**src/rtl/fpga_config_loader.sv**
```systemverilog
// Bitstream loader: streams config words LSB first into the CLB scan chain, then the
// connection scan chain, holding the fabric in reset until both chains are full.
module fpga_config_loader #(
  parameter int WORD_WIDTH     = 8,
  parameter int CLB_CHAIN_LEN  = 10,
  parameter int CONN_CHAIN_LEN = 6,
  parameter int CNT_WIDTH      = 16
) (
  input  logic                  clk,
  input  logic                  reset,
  input  logic                  start,
  input  logic [WORD_WIDTH-1:0] cfg_data,
  input  logic                  cfg_valid,
  output logic                  cfg_ready,
  output logic                  clb_scan_in,
  output logic                  clb_scan_en,
  output logic                  conn_scan_in,
  output logic                  conn_scan_en,
  output logic                  fabric_reset,
  output logic                  busy,
  output logic                  done
);
  localparam int BW = (WORD_WIDTH > 1) ? $clog2(WORD_WIDTH) : 1;

  typedef enum logic [1:0] {IDLE, LOAD_CLB, LOAD_CONN, DONE} state_t;

  state_t                state, n_state;
  logic [WORD_WIDTH-1:0] sreg, n_sreg;
  logic                  sv, n_sv;
  logic [BW-1:0]         bidx, n_bidx;
  logic [CNT_WIDTH-1:0]  ccnt, n_ccnt;
  logic                  loading, last_bit, last_chain, accept, n_bit;

  // sreg[bidx] is the bit being shifted this cycle whenever sv is set.
  always_comb begin
    loading    = (state == LOAD_CLB) || (state == LOAD_CONN);
    last_bit   = sv && (bidx == BW'(WORD_WIDTH - 1));
    last_chain = sv && (ccnt == ((state == LOAD_CLB) ? CNT_WIDTH'(CLB_CHAIN_LEN - 1)
                                                     : CNT_WIDTH'(CONN_CHAIN_LEN - 1)));
    cfg_ready  = loading && (!sv || last_bit || last_chain);
    accept     = cfg_ready && cfg_valid;

    n_state = state;
    n_sreg  = sreg;
    n_sv    = sv;
    n_bidx  = bidx;
    n_ccnt  = ccnt;
    case (state)
      IDLE, DONE: begin
        if (start) begin
          n_state = LOAD_CLB;
          n_sv    = 1'b0;
          n_bidx  = '0;
          n_ccnt  = '0;
        end
      end
      default: begin
        if (sv) begin
          n_bidx = bidx + BW'(1);
          n_ccnt = ccnt + CNT_WIDTH'(1);
          if (last_bit || last_chain) n_sv = 1'b0;
          // Chain full: leftover bits of the word are dropped, next chain starts fresh.
          if (last_chain) begin
            n_ccnt  = '0;
            n_state = (state == LOAD_CLB) ? LOAD_CONN : DONE;
          end
        end
        if (accept && (n_state != DONE)) begin
          n_sreg = cfg_data;
          n_sv   = 1'b1;
          n_bidx = '0;
        end
      end
    endcase
    n_bit = n_sreg[n_bidx];
  end

  always_ff @(posedge clk) begin
    if (reset) begin
      state        <= IDLE;
      sreg         <= '0;
      sv           <= 1'b0;
      bidx         <= '0;
      ccnt         <= '0;
      clb_scan_in  <= 1'b0;
      clb_scan_en  <= 1'b0;
      conn_scan_in <= 1'b0;
      conn_scan_en <= 1'b0;
      fabric_reset <= 1'b1;
      busy         <= 1'b0;
      done         <= 1'b0;
    end else begin
      state        <= n_state;
      sreg         <= n_sreg;
      sv           <= n_sv;
      bidx         <= n_bidx;
      ccnt         <= n_ccnt;
      clb_scan_en  <= n_sv && (n_state == LOAD_CLB);
      clb_scan_in  <= n_sv && (n_state == LOAD_CLB) && n_bit;
      conn_scan_en <= n_sv && (n_state == LOAD_CONN);
      conn_scan_in <= n_sv && (n_state == LOAD_CONN) && n_bit;
      fabric_reset <= (n_state != DONE);
      busy         <= (n_state == LOAD_CLB) || (n_state == LOAD_CONN);
      done         <= (n_state == DONE);
    end
  end
endmodule
```
**config.mk**
```make
export PLATFORM = sky130hd
export DESIGN_NAME = fpga_config_loader
export DESIGN_NICKNAME = d
export VERILOG_FILES = /design/src/rtl/fpga_config_loader.sv
export SDC_FILE = /design/constraint.sdc
export NUM_CORES = 1
export LEC_CHECK = 0
export BUFFER_PORTS_ARGS = -buffer_cell sky130_fd_sc_hd__buf_2
export CAP_MARGIN = 30
export CELL_PAD_IN_SITES_DETAIL_PLACEMENT = 1
export CELL_PAD_IN_SITES_GLOBAL_PLACEMENT = 1
export CORE_UTILIZATION = 44
export DETAILED_ROUTE_END_ITERATION = 6
export HOLD_SLACK_MARGIN = 0.03
export PLACE_DENSITY = 0.9
export SYNTH_ARGS = -nofsm -noshare
export SYNTH_HDL_FRONTEND = slang
export SYNTH_SLANG_ARGS = --single-unit
```
**constraint.sdc**
```tcl
create_clock -name clk -period 2.54 [get_ports clk]
set_input_delay 0.381 -clock clk [delete_from_list [all_inputs] [get_ports clk]]
set_output_delay 0.381 -clock clk [all_outputs]
set_load 0.1 [all_outputs]
```
==> results of run 1 <==
==> through the flow <==
step	total power (W)	TNS, ns	instances
after floorplan	0.000739	0	233
after global placement	0.000791	0	303
after detailed placement	0.000796	0	303
after CTS	0.00126	0	311
after global routing	0.00130	-0.0749	312
final	0.00124	0	312
==> layout make-up <==
cell class	count	area, um2
Sequential cell	37	742
Tap cell	52	65.1
Clock buffer	7	96.3
Multi-Input combinational cell	175	1210
Inverter	9	33.8
Timing Repair Buffer	31	200
Fill cell	529	2030
Clock inverter	1	5.00
==> flip-flops by register name, indices dropped and copies added, names as in the netlist <==
name and count:
bidx 3, busy 1, ccnt 16, clb_scan_en 1, clb_scan_in 1, conn_scan_en 1
conn_scan_in 1, done 1, fabric_reset 1, sreg 8, state 2, sv 1
==> what timing repair did <==
item,CTS,global route
pin swaps,0,1
endpoints found under the setup margin,1,3
hold buffers,0,0
cloned,0,0
gates resized for setup,1,5
setup buffers,0,1
==> cells in the mapped netlist (4+ instances only) <==
master / instances
dfxtp_1: 37
nor2_1: 28
a21oi_1: 20
nand2_1: 14
mux2i_1: 12
o21ai_0: 11
inv_1: 9
a311oi_1: 8
ha_1: 8
clkbuf_1: 7
nor3b_1: 7
nor3_1: 6
nand3_1: 5
and3_1: 4
o21a_1: 4
==> cell families after synthesis <==
logic type / share of synthesized area, %
and+or+nand+nor: 25.9
DFF: 36.5
muxes: 6.48
adders and majority gates: 4.94
xor gates and xnor gates: 0.432
buffers and inverters: 4.63
AOI/OAI and AO/OA: 21.1
==> final timing paths <==
| check | depth (start not counted) | endpoint | slack (ns) |
|---|---|---|---|
| min reg2reg | 2 | sreg[2]$_SDFF_PP0_ | 0.50 |
| max reg2reg | 9 | ccnt[13]$_SDFFE_PP0P_ | 0.20 |
| max | 8 | cfg_ready | 0.12 |
| min | 3 | sreg[5]$_SDFF_PP0_ | 0.32 |
==> routing by layer <==
layer	GRT usage [%]	up-vias	part of all wire, %
li1	-	908	-
met1	29.4	904	46
met2	40.9	29	49
met3	5.19	10	3.0
met4	10.0	0	2.0
met5	0	-	0
==> report_power, final <==
group          internal (W)  switching (W)  leakage (nW)
clock              0.000245       0.000211        0.0542
combinational     0.0000662       0.000119         0.555
sequential         0.000592     0.00000946         0.300
==> worst min-delay path, cell delays in order <==
cell     delay, ns
buf_2         0.07
mux2i_1       0.05
nor2_1        0.07
==> results.sh, run 1 <==
export IMPL_peakVddDrop_mv=0.289
export IMPL_crit_buf_inv=3
export IMPL_crit_path_start="ccnt[1]$_SDFFE_PP0P_"
export IMPL_netlist_instances=233
export IMPL_hpwlAfterDp_um=3720
export IMPL_synth_ff_type="dfxtp_1"
export IMPL_die_y_um=69.9
export IMPL_yosysWarnings=0
export IMPL_boundaryPins=20
export IMPL_antenna_left=0
export IMPL_leakagePower_nw=0.909
export IMPL_grt_overflow_total=0
export IMPL_gr_usage_all_layers_pct=24.1
export IMPL_p_per_area_nw_per_um2=529
export IMPL_coreArea_um2=4380
export IMPL_cts_made_buffers=5
export IMPL_final_cell_mix="dfxtp_1 (36), nor2_1 (27), a21oi_1 (19)"
export IMPL_ys_ff_latch=37
export IMPL_final_util_pct=53.6
export IMPL_wire_per_inst_um=17.4
export IMPL_worstPathArrival_ns=2.04
export IMPL_ys_seq_area_share_pct=36.5
export IMPL_finalClockSkew_ns=0.00918
export IMPL_worstHoldStart="cfg_data[5]"
export IMPL_netlist_top_cells_area="dfxtp_1 (37%), mux2i_1 (5.9%), nor2_1 (5.2%), a21oi_1 (4.9%), ha_1 (4.9%)"
export IMPL_rsz0062_at_grt="true"
export IMPL_place_area_um2=2230
export IMPL_synth_cell_type_count=51
export IMPL_dr_pass1_iters=4
export IMPL_period_needed_ns=2.42
export IMPL_max_stage_delay_ns=0.38
export IMPL_htreeDepth=2
export IMPL_max_slew_margin_pct=51.9
export IMPL_final_common_cell="dfxtp_1"
export IMPL_fin_hold_ws_ns=0.324
export IMPL_cp_slowest_cell="dfxtp_1"
export IMPL_diodes=0
export IMPL_drt_wl_total_um=5410
export IMPL_grt_pass1_wl_um=9410
export IMPL_cts_buffer_depth=2
export IMPL_setup_ws_ns=0.122
export IMPL_syn_avg_cell_area_um2=8.70
export IMPL_end_kind="output pin"
export IMPL_drcViolationCount=0
export IMPL_vias=1851
export IMPL_crit_path_max_fanout=6
export IMPL_r2r_start="ccnt[1]$_SDFFE_PP0P_"
export IMPL_synth_top_cell_by_area="dfxtp_1"
export IMPL_synth_edff_count=0
export IMPL_fmax_mhz=414
export IMPL_drv_slew=0
export IMPL_required_ns=2.16
export IMPL_dieWidth_um=69.9
export IMPL_grt_max_degree=18
export IMPL_cts_sinks=37
export IMPL_hold_class="primary input to flip-flop"
export IMPL_place_congestion=0.824
export IMPL_cp_top_family="simple AND/OR/NAND/NOR gates"
export IMPL_crit_type="flip-flop to output pin"
export IMPL_startpoint_type="flip-flop"
export IMPL_finish_instance_area_um2=2350
export IMPL_syn2layout_area_growth_pct=15.9
export IMPL_place_ws_ns=0.194
export IMPL_die_area_um2=4880
export IMPL_io_buffers=19
export IMPL_cts_tree="done"
export IMPL_rows=24
export IMPL_cts_root_buf="clkbuf_8"
export IMPL_final_nets=279
export IMPL_maxCapViolations=0
export IMPL_clk_latency_ns=0.29
export IMPL_synth_async_reset_ratio_pct=0
export IMPL_syn_cell_area_um2=2030
export IMPL_hold_violations=0
export IMPL_finalSetupViolations=0
export IMPL_drt_iter0_markers=108
export IMPL_grt_pass1_vias=1929
export IMPL_crit_chain="inv_1 -> ha_1 -> nor4b_2 -> nand4_1 -> nor2_4 -> inv_1 -> a21oi_2 -> buf_12"
export IMPL_status="complete, no violations"
export IMPL_synth_top_area_share_pct=36.5
export IMPL_viasPerCell=5.93
export IMPL_finalCritPeriodShare_pct=95.2
export IMPL_syn_nets=253
export IMPL_critPathMostFrequentCell="inv_1"
export IMPL_path_clk_slew_ns=0.07
export IMPL_grt_antenna_before_repair=0
export IMPL_drive_gt1_share_pct=21.2
export IMPL_worst_slew_pin_slew_ns=0.717
export IMPL_start_util_pct=46.2
Power figures use the tool's default switching activity.
==> run 2: changes to the inputs <==
Settings changed: ABC_AREA from default to 1, CORE_UTILIZATION 44 to 42, PLACE_DENSITY 0.9 to 0.77.
==> results.sh, run 2 <==
export IMPL_grt_max_degree=29
export IMPL_wire_per_inst_um=13.2
export IMPL_peakVddDrop_mv=0.267
export IMPL_cts_made_buffers=5
export IMPL_worstPathArrival_ns=1.95
export IMPL_hold_class="primary input to flip-flop"
export IMPL_synth_cell_type_count=34
export IMPL_drive_gt1_share_pct=15.1
export IMPL_grt_pass1_wl_um=8430
export IMPL_rsz0062_at_grt="false"
export IMPL_worst_slew_pin_slew_ns=0.586
export IMPL_netlist_instances=284
export IMPL_syn_cell_area_um2=2010
export IMPL_ys_ff_latch=37
export IMPL_period_needed_ns=2.33
export IMPL_fin_hold_ws_ns=0.360
export IMPL_netlist_top_cells_area="dfxtp_1 (37%), nand2_1 (12%), inv_1 (8.4%), nor2_1 (7.5%), ha_1 (5.0%)"
export IMPL_synth_async_reset_ratio_pct=0
export IMPL_drv_slew=0
export IMPL_place_congestion=0.769
export IMPL_end_kind="output pin"
export IMPL_antenna_left=0
export IMPL_hold_violations=0
export IMPL_final_common_cell="nand2_1"
export IMPL_start_util_pct=44.8
export IMPL_largest_reg_flops=16
export IMPL_cts_tree="done"
export IMPL_grt_antenna_before_repair=0
export IMPL_die_y_um=71.1
export IMPL_io_buffers=19
export IMPL_rows=24
export IMPL_synth_top_area_share_pct=36.9
export IMPL_fmax_mhz=430
export IMPL_grt_pass1_vias=1820
export IMPL_ys_seq_area_share_pct=36.9
export IMPL_synth_top_cell_by_area="dfxtp_1"
export IMPL_cts_sinks=37
export IMPL_required_ns=2.16
export IMPL_syn_avg_cell_area_um2=7.06
export IMPL_max_slew_margin_pct=60.9
export IMPL_final_cell_mix="nand2_1 (62), inv_1 (45), nor2_1 (40)"
export IMPL_yosysWarnings=0
export IMPL_diodes=0
export IMPL_coreArea_um2=4470
export IMPL_gr_usage_all_layers_pct=21.5
export IMPL_cp_slowest_cell="clkbuf_4"
export IMPL_cts_root_buf="clkbuf_8"
export IMPL_drt_iter0_markers=53
export IMPL_max_stage_delay_ns=0.35
export IMPL_ctsHoldBuffers=0
export IMPL_leakagePower_nw=1.04
export IMPL_status="complete, no violations"
export IMPL_finalSetupViolations=0
export IMPL_drcViolationCount=0
export IMPL_crit_path_max_fanout=5
export IMPL_reg_top3="ccnt x16, sreg x8, bidx x3"
export IMPL_die_area_um2=5060
export IMPL_grt_overflow_total=0
export IMPL_vias=1791
export IMPL_crit_buf_inv=3
export IMPL_hpwlAfterDp_um=3620
export IMPL_clk_latency_ns=0.29
export IMPL_synth_edff_count=0
export IMPL_dr_pass1_iters=6
export IMPL_synth_commonest_cells="nand2_1 (62), inv_1 (45), nor2_1 (40)"
export IMPL_htreeDepth=2
export IMPL_syn_nets=304
export IMPL_cts_buffer_depth=2
export IMPL_critPathMostFrequentCell="inv_1"
export IMPL_synth_most_common_cell="nand2_1"
export IMPL_totalPowerFinal_w=0.00132
export IMPL_drt_wl_total_um=4730
export IMPL_p_per_area_nw_per_um2=589
export IMPL_synth_ff_type="dfxtp_1"
export IMPL_startpoint_type="flip-flop"
export IMPL_final_nets=325
export IMPL_regMostFlops="ccnt"
export IMPL_crit_type="flip-flop to output pin"
export IMPL_maxCapViolations=0
export IMPL_cp_top_family="simple AND/OR/NAND/NOR gates"
export IMPL_finalClockSkew_ns=0.00465
export IMPL_syn2layout_area_growth_pct=12.0
export IMPL_dieWidth_um=71.1
export IMPL_crit_chain="inv_1 -> ha_1 -> nand3b_1 -> nand2_1 -> nand3_2 -> nand2_2 -> nand2_4 -> inv_1 -> clkbuf_4"
export IMPL_final_util_pct=50.2
export IMPL_viasPerCell=5.02
export IMPL_finalCritPeriodShare_pct=91.7
export IMPL_path_clk_slew_ns=0.07
export IMPL_boundaryPins=20
export IMPL_finalSetupTns_ns=0
## run 2: stage by stage
step	instance area (um2)	std cells	setup slack (ns)
detailed placement	2140	350	0.320
global placement	2140	350	0.300
CTS	2240	357	0.108
finish	2250	357	0.212
global route	2250	357	0.00521
floorplan	2010	284	0.468
## run 2: timing repair
action	CTS	global route
gates resized for setup	0	1
buffers inserted	0	0
setup endpoints to repair	0	1
## run 2: worst reg2reg max path: cells and delay by family, from the launching register on
kind / cells / cell delay [ns]
AND/OR/NAND/NOR: 12 / 1.27
flip-flops: 1 / 0.34
AO/OA/AOI/OAI: 1 / 0.27
adder cells (fa/ha/maj): 1 / 0.20
buffers and inverters: 1 / 0.07
## run 2: routing by layer
layer  vias to the layer above  wire length, um  global-route usage (%)
met1                       822             2490                    30.1
met5                         -                0                       0
met4                         0               62                    6.89
met2                        20             2050                    33.1
met3                         6              125                    4.27
li1                        943                -                       -
## run 2: final timing paths
kind | from | to | slack (ns) | depth (start not counted)
max | state[1]$_SDFF_PP0_ | cfg_ready | 0.21 | 9
min | cfg_data[4] | sreg[4]$_SDFF_PP0_ | 0.36 | 3
max reg2reg | state[1]$_SDFF_PP0_ | clb_scan_in$_SDFF_PP0_ | 0.30 | 15
min reg2reg | ccnt[7]$_SDFFE_PP0P_ | ccnt[7]$_SDFFE_PP0P_ | 0.51 | 2
## run 2: kinds of logic (layout without fill, tap and decap cells)
group,Yosys count,count (layout),synth area share [%]
compound gates,40,40,13.0
xor+xnor,1,1,0.437
fa+ha+maj,8,8,4.99
buf+inv,53,74,10.7
flops,37,37,36.9
simple gates,145,145,34.0
## run 2: power breakdown
part / switching (W) / leakage [nW] / internal (W)
sequential: 0.00000878 / 0.300 / 0.000599
clock: 0.000209 / 0.0540 / 0.000285
combinational: 0.000158 / 0.684 / 0.0000616
## run 2: final cells by class
cell class,instances,area [um2]
multi-input combinational,194,1050
tap,52,65.1
clock buffer,5,68.8
timing repair buffer,21,113
clock inverter,2,35.0
inverter,46,173
fill,597,2230
sequential,37,741
